`config.mk`:
```
export PLATFORM = sky130hd
export DESIGN_NAME = branch_recovery_ctrl
export DESIGN_NICKNAME = d
export VERILOG_FILES = /design/src/rtl/branch_recovery_ctrl.sv
export SDC_FILE = /design/constraint.sdc
export NUM_CORES = 1
export LEC_CHECK = 0
export ABC_AREA = 1
export CAP_MARGIN = 20
export CORE_AREA = 5 5 111 87
export CTS_CLUSTER_SIZE = 25
export DETAILED_ROUTE_END_ITERATION = 12
export DIE_AREA = 0 0 116 92
export PLACE_DENSITY = 0.95
export SYNTH_ARGS = -nofsm -noshare
export SYNTH_HDL_FRONTEND = slang
export SYNTH_SLANG_ARGS = --single-unit
```
`constraint.sdc`:
```
create_clock -name clk -period 6.5 [get_ports clk]
set_input_delay 0.975 -clock clk [delete_from_list [all_inputs] [get_ports clk]]
set_output_delay 0.975 -clock clk [all_outputs]
set_load 0.01 [all_outputs]
```
`src/rtl/branch_recovery_ctrl.sv`:
```
// Branch/JALR misprediction recovery sequencer: flush, checkpoint
// restore and fetch redirect, with dispatch stalled throughout.
module branch_recovery_ctrl #(
  parameter int ROB_BITS = 4,
  parameter int CNT_BITS = 16
) (
  input  logic                clk,
  input  logic                rst,
  input  logic                mispredict_in,
  input  logic [31:0]         mispredict_target,
  input  logic [ROB_BITS-1:0] mispredict_rob_tag,
  input  logic [ROB_BITS-1:0] rob_head_tag,
  input  logic                ext_flush,
  output logic                flush_out,
  output logic [ROB_BITS-1:0] flush_rob_tag,
  output logic                ckpt_restore_req,
  output logic [ROB_BITS-1:0] ckpt_restore_tag,
  input  logic                ckpt_restore_done,
  output logic                redirect_valid,
  output logic [31:0]         redirect_pc,
  input  logic                redirect_ready,
  output logic                dispatch_stall,
  output logic                busy,
  output logic [CNT_BITS-1:0] recovery_count
);

  typedef enum logic [1:0] {
    IDLE,
    FLUSH,
    RESTORE,
    REDIRECT
  } state_e;

  state_e              state_q, state_d;
  logic [ROB_BITS-1:0] tag_q, tag_d;
  logic [31:0]         tgt_q, tgt_d;
  logic [CNT_BITS-1:0] cnt_q, cnt_d;

  logic                flush_q;
  logic                req_q;
  logic                rdv_q;
  logic                busy_q;
  logic [ROB_BITS-1:0] ftag_q;
  logic [ROB_BITS-1:0] rtag_q;
  logic [31:0]         pc_q;

  logic [ROB_BITS-1:0] new_age;
  logic [ROB_BITS-1:0] cur_age;
  logic                new_older;
  logic                cnt_max;

  // Ages are relative to the ROB head so tag wrap-around is harmless
  assign new_age   = mispredict_rob_tag - rob_head_tag;
  assign cur_age   = tag_q - rob_head_tag;
  assign new_older = new_age < cur_age;
  assign cnt_max   = &cnt_q;

  always_comb begin
    state_d = state_q;
    tag_d   = tag_q;
    tgt_d   = tgt_q;
    cnt_d   = cnt_q;
    if (ext_flush) begin
      state_d = IDLE;
    end else if (mispredict_in &&
                 (state_q == IDLE || new_older)) begin
      state_d = FLUSH;
      tag_d   = mispredict_rob_tag;
      tgt_d   = mispredict_target;
    end else begin
      unique case (state_q)
        IDLE: state_d = IDLE;
        FLUSH: state_d = RESTORE;
        RESTORE: begin
          if (ckpt_restore_done) state_d = REDIRECT;
        end
        REDIRECT: begin
          if (redirect_ready) begin
            state_d = IDLE;
            if (!cnt_max) cnt_d = cnt_q + 1'b1;
          end
        end
        default: state_d = IDLE;
      endcase
    end
  end

  // Outputs are registered from the next state so they line up with state_q
  always_ff @(posedge clk) begin
    if (rst) begin
      state_q <= IDLE;
      tag_q   <= '0;
      tgt_q   <= '0;
      cnt_q   <= '0;
      flush_q <= 1'b0;
      req_q   <= 1'b0;
      rdv_q   <= 1'b0;
      busy_q  <= 1'b0;
      ftag_q  <= '0;
      rtag_q  <= '0;
      pc_q    <= '0;
    end else begin
      state_q <= state_d;
      tag_q   <= tag_d;
      tgt_q   <= tgt_d;
      cnt_q   <= cnt_d;
      flush_q <= (state_d == FLUSH);
      req_q   <= (state_d == RESTORE);
      rdv_q   <= (state_d == REDIRECT);
      busy_q  <= (state_d != IDLE);
      ftag_q  <= (state_d == FLUSH) ? tag_d : '0;
      rtag_q  <= (state_d == RESTORE) ? tag_d : '0;
      pc_q    <= (state_d == REDIRECT) ? tgt_d : '0;
    end
  end

  assign flush_out        = flush_q;
  assign flush_rob_tag    = ftag_q;
  assign ckpt_restore_req = req_q;
  assign ckpt_restore_tag = rtag_q;
  assign redirect_valid   = rdv_q;
  assign redirect_pc      = pc_q;
  assign dispatch_stall   = busy_q;
  assign busy             = busy_q;
  assign recovery_count   = cnt_q;

endmodule

```
[Word-level counts from Yosys, hierarchy flattened]
Cells that the tools add are included.
Word-level totals
  memories kept: 0
  bits in writable memories: 0
  ROM bits: 0
  register bits after elaboration: 98
  output and inout bits: 61
  bits in latches: 0
Operators by class
  bitwise logic cells: 6
  div/mod/pow operators: 0
  $add $sub $neg: 3
  multiply operators: 0
  shift operators: 0
  $lt $le $gt $ge: 1
  equal/unequal tests: 6
  reductions and logical operators: 9
  muxes and demuxes: 9
Operator list (count)
  2-to-1 mux 32 bit: 2
  adder 16 x 1 -> 16 bit, second input constant: 1
  AND reduction 16 bit: 1
  == test 2 bit, second input constant: 4
  2-to-1 mux 2 bit: 4
  2-to-1 mux 4 bit: 2
  case mux 2 bit (4 select lines): 1
  subtractor 4 bit: 2
  NOT 1 bit: 6
  OR reduction 2 bit: 3
  AND reduction 5 bit: 1
  == test 2 x 1 -> 1 bit, second input constant: 2
  less-than comparator 4 bit: 1
  zero test 2 bit: 1
  nonzero test 2 bit: 1
  logical AND 1 bit: 1
  logical OR 1 bit: 1

[Depth between registers and ports, before layout]
  depth in word-level cells: 9
  depth in mapped cells: 17
  depth with buffers taken out: 17

[Worst setup path after synthesis]
Ideal clock, no wire load.
  path kind: input to register
  start point: in rob_head_tag[2]
  end point: reg tgt_q[0]
  required time: 6.368 ns
  stages on the path: 14
  setup time: 0.132 ns
  data arrival time: 2.855 ns
  path slack: 3.513 ns
  cell sequence: inv_1 > ha_1 > a21oi_1 > o21ai_0 > xor2_1 > ha_1 > a21oi_1 > nand2_1 > nand2_4 > buf_2 > buf_4 > nand4_1 > nand2_1 > nor2_1
On the way
  word-level cells in the longest chain between the ends: 6
  elaborated cells between the ends (all ways): 7
  those cells by class: add/sub: 2; order compare: 1; mux: 2; reduce/logical: 2
Ends and longest elaborated chain
  from (decl): RTL line 12  | input logic [ROB_BITS-1:0] rob_head_tag,
  subtractor 4 bit, on equally long branches: RTL line 53, 54
  less-than comparator 4 bit (*): RTL line 55  | assign new_older = new_age < cur_age;
  logical OR 1 bit (*): RTL line 66  | (state_q == IDLE || new_older)) begin
  logical AND 1 bit (*): RTL line 65  | end else if (mispredict_in &&
  2-to-1 mux 32 bit (*): RTL line 65
  2-to-1 mux 32 bit (*): RTL line 63  | if (ext_flush) begin
  to (signal assigned): RTL line 105  | tgt_q <= tgt_d;
  to (decl): RTL line 36  | logic [31:0] tgt_q, tgt_d;
Every way passes the cells marked *; elsewhere a longest branch is shown, timed or not.
A chain may end at the register's enable or synchronous reset.

[Worst setup path in the final report]
  start point: in rob_head_tag[1]
  end point: reg pc_q[17], in the netlist redirect_pc[17]
On the way
  word-level cells in the longest chain between the ends: 9
  elaborated cells between the ends (all ways): 12
  those cells by class: add/sub: 2; order compare: 1; eq/ne: 1; mux: 4; bitwise: 1; reduce/logical: 3
Ends and longest elaborated chain
  subtractor 4 bit, on equally long branches: RTL line 53, 54
  less-than comparator 4 bit (*): RTL line 55
  logical OR 1 bit (*): RTL line 66
  logical AND 1 bit (*): RTL line 65
  2-to-1 mux 2 bit: RTL line 65
  2-to-1 mux 2 bit: RTL line 63
  == test 2 bit: RTL line 113  | pc_q <= (state_d == REDIRECT) ? tgt_d : '0;
  NOT 1 bit (no source line)
  OR reduction 2 bit (no source line)
  to (signal assigned): RTL line 113
  to (decl): RTL line 45  | logic [31:0] pc_q;
Marks and branches as above.

==> out/results.ini <==
[outcome]
status = complete, no violations

[clock_tree]
post_cts_buffers = 0
cts-root-buf = clkbuf_16
clkLatencyLatePin_ns = 0.34
cts_htree_levels = 3
clk_path_buf_depth = 2
ctsHoldBuffers = 0
cts_buffers = 9
cts-resized-gates = 0
cts_tree = yes
clk_pin_slew_worst_paths_ns = 0.07
cts.sinks = 98

[global_routing]
grtUsageTotal_pct = 21.5
overflow = 0
grt_start_max_net_pins = 56
first_global_vias = 3936
antenna_found_initial = 0
grt_pass1_wl_mm = 18.6

[timing]
worst_pin_slew_ns = 0.786
rsz0062_at_grt = no
fmax_mhz = 238
fin_crit_ns = 4.20
setup-violations-final = 0
slew_viol_final = 0
max_slew_margin_pct = 47.6
fin_crit_sh_pct = 64.6
fin_ws_ns = 2.30
hold_violations = 0
finalSetupTns_ns = 0
fin_worst_skew_ns = 0.00551

[finish]
syn_to_final_growth_pct = 31.8
fin_area_sq_mm = 0.00577
fin_cells = 778
diodes = 0
finalNetCount = 723
drive_above_1_share_pct = 11.8

[setup_path]
cpPeakStageDelay_ns = 0.52
crit_slowest_cell = clkdlybuf4s50_1
crit_chain = clkdlybuf4s50_1 > inv_1 > ha_1 > nand2_1 > o21ai_0 > xor2_1 > ha_1 > a21oi_1 > nand2_1 > nand2_4 > nand3_4 > nand2_2 > nand3_2 > buf_12 > nor2_2
crit_arrival_ns = 4.48
crit_buf_inv = 3
crit_path_max_fanout = 40
critical-path-top-delay-family = simple AND/OR/NAND/NOR gates
worstSetupEndpointType = register
cp.required_ns = 6.78
start_kind = primary input
crit_type = primary input to register

[power_and_ir_drop]
leakagePower_nw = 2.52
internal_power_mw = 0.999
ir_worst_vdd_mv = 0.186
powerDensity_mw_per_mm2 = 235
switchingPower_mw = 0.354
power_frac_clock_pct = 39.9
switching_share_pct = 26.2
seqPwrFrac_pct = 46.5
p_comb_share_pct = 13.6

[place]
portBuffers = 106
hpwl_mm = 7.85
placed_area_sq_mm = 0.00542
pre_cts_ws_ns = 1.43
place_congestion = 0.915
dp_cells = 760

[synthesis]
syn_area_per_cell_sq_um = 7.64
synth_edf_count = 0
yosysUniqueCellTypes = 32
yosys.cell_count.top_type = nand2_1
syn_area_sq_mm = 0.00438
async_flop_share_pct = 0
ys_seq_area_share_pct = 44.8
synth_nets = 631
synthTopCellsByCount = nand2_1 (122), dfxtp_1 (98), inv_1 (96), nor2_1 (64), nand4_1 (40)
ys_ff_latch = 98
synth_area_leaders = dfxtp_1 (45%), nand2_1 (10%), inv_1 (8.2%), nand4_1 (5.7%), nor2_1 (5.5%)
yosys_warnings = 0
syn_inst = 573
synth_flop_cell = dfxtp_1
yosysTopAreaCell = dfxtp_1
synth_top_area_share_pct = 44.8

[drt]
wirelength_mm = 11.6
ant_nets = 0
via_per_inst = 5.12
routed-via-count = 3980
first_iter_violations = 233
wire_per_inst_um = 14.9
post-route-drc-count = 0
first_pass_iters = 5

[die]
die_h_um = 92
dieArea_sq_mm = 0.0107
die_w_um = 116
rows = 29
io_pins = 107
core_area_sq_mm = 0.00835
start_util_pct = 52.4

[flow_run]
cap_violations = 0

[worst_hold_path]
min_path_type = register to register

## cell families (layout without fill, tap and decap cells)
| family | count (synthesis) | count (layout) | synth area share [%] |
|---|---|---|---|
| AND/OR/NAND/NOR | 293 | 293 | 31.9 |
| buffers and inverters | 128 | 225 | 12.5 |
| flip-flops | 98 | 98 | 44.8 |
| AO/OA/AOI/OAI | 27 | 27 | 4.06 |
| XOR/XNOR | 15 | 15 | 3.00 |
| adder cells (fa/ha/maj) | 12 | 12 | 3.77 |
## area by class of cell
| cell class | instances | area, sq um |
|---|---|---|
| Timing Repair Buffer | 109 | 1120 |
| Inverter | 100 | 378 |
| Clock inverter | 6 | 75.1 |
| Sequential cell | 98 | 1960 |
| Fill cell | 637 | 2580 |
| Multi-Input combinational cell | 347 | 1870 |
| Clock buffer | 10 | 229 |
| Tap cell | 108 | 135 |
## placed cells by master, fill, tap and decap left out, types with 3 or more instances in the layout
cell,instances
a21oi_1,10
a21oi_2,10
clkbuf_16,9
clkdlybuf4s50_1,104
clkinvlp_4,3
dfxtp_1,98
ha_1,10
inv_1,96
inv_2,3
nand2_1,122
nand2_2,8
nand3_1,21
nand4_1,40
nor2_1,64
nor2_2,28
o21ai_0,5
xnor2_1,9
xor2_1,6
## power groups by stage
| stage | combinational [mW] | clock, mW | sequential (mW) |
|---|---|---|---|
| final | 0.184 | 0.539 | 0.629 |
| after global routing | 0.206 | 0.572 | 0.630 |
| after CTS | 0.182 | 0.545 | 0.628 |
| after detailed placement | 0.178 | 0 | 0.642 |
| after global placement | 0.167 | 0 | 0.641 |
| after floorplan | 0.120 | 0 | 0.641 |
## per-layer routing
layer	track usage [%]	up-vias	wire length, um
met4	7.15	0	295
li1	-	1941	-
met5	0	-	0
met3	4.87	35	758
met1	25.5	1846	4570
met2	38.1	158	5970
## state kept, by name, indices dropped and copies added, names as in the netlist
name / count
flush_rob_tag: 4
flush_out: 1
state_q: 2
ckpt_restore_req: 1
tag_q: 4
ckpt_restore_tag: 4
recovery_count: 16
redirect_valid: 1
redirect_pc: 32
tgt_q: 32
busy: 1
## metrics by stage
stage                     utilization [%]  power, mW  hold slack [ns]
after floorplan                         -      0.761            0.498
after global placement               64.6      0.808            0.485
after detailed placement             65.0      0.821            0.517
after CTS                            68.6       1.36            0.514
after global routing                 69.1       1.41            0.556
final                                69.1       1.35            0.523
## path summary, 6_finish.rpt
kind | cells past startpoint | end | start | slack, ns
worst max-delay path | 15 | redirect_pc[17] | rob_head_tag[1] | 2.30
worst min-delay path | 2 | recovery_count[1] | recovery_count[1] | 0.52
worst max register to register | 16 | redirect_pc[17] | tag_q[0] | 3.24
worst min register to register | 2 | recovery_count[1] | recovery_count[1] | 0.52
## worst reg2reg max path: cells and delay by family, from the launching register on
kind	cells	cell delay (ns)
DFF	1	0.30
adders and majority gates	3	0.89
and+or+nand+nor	9	1.59
buffers and inverters	4	0.41
Note: power is estimated with default switching activity, not from simulation.
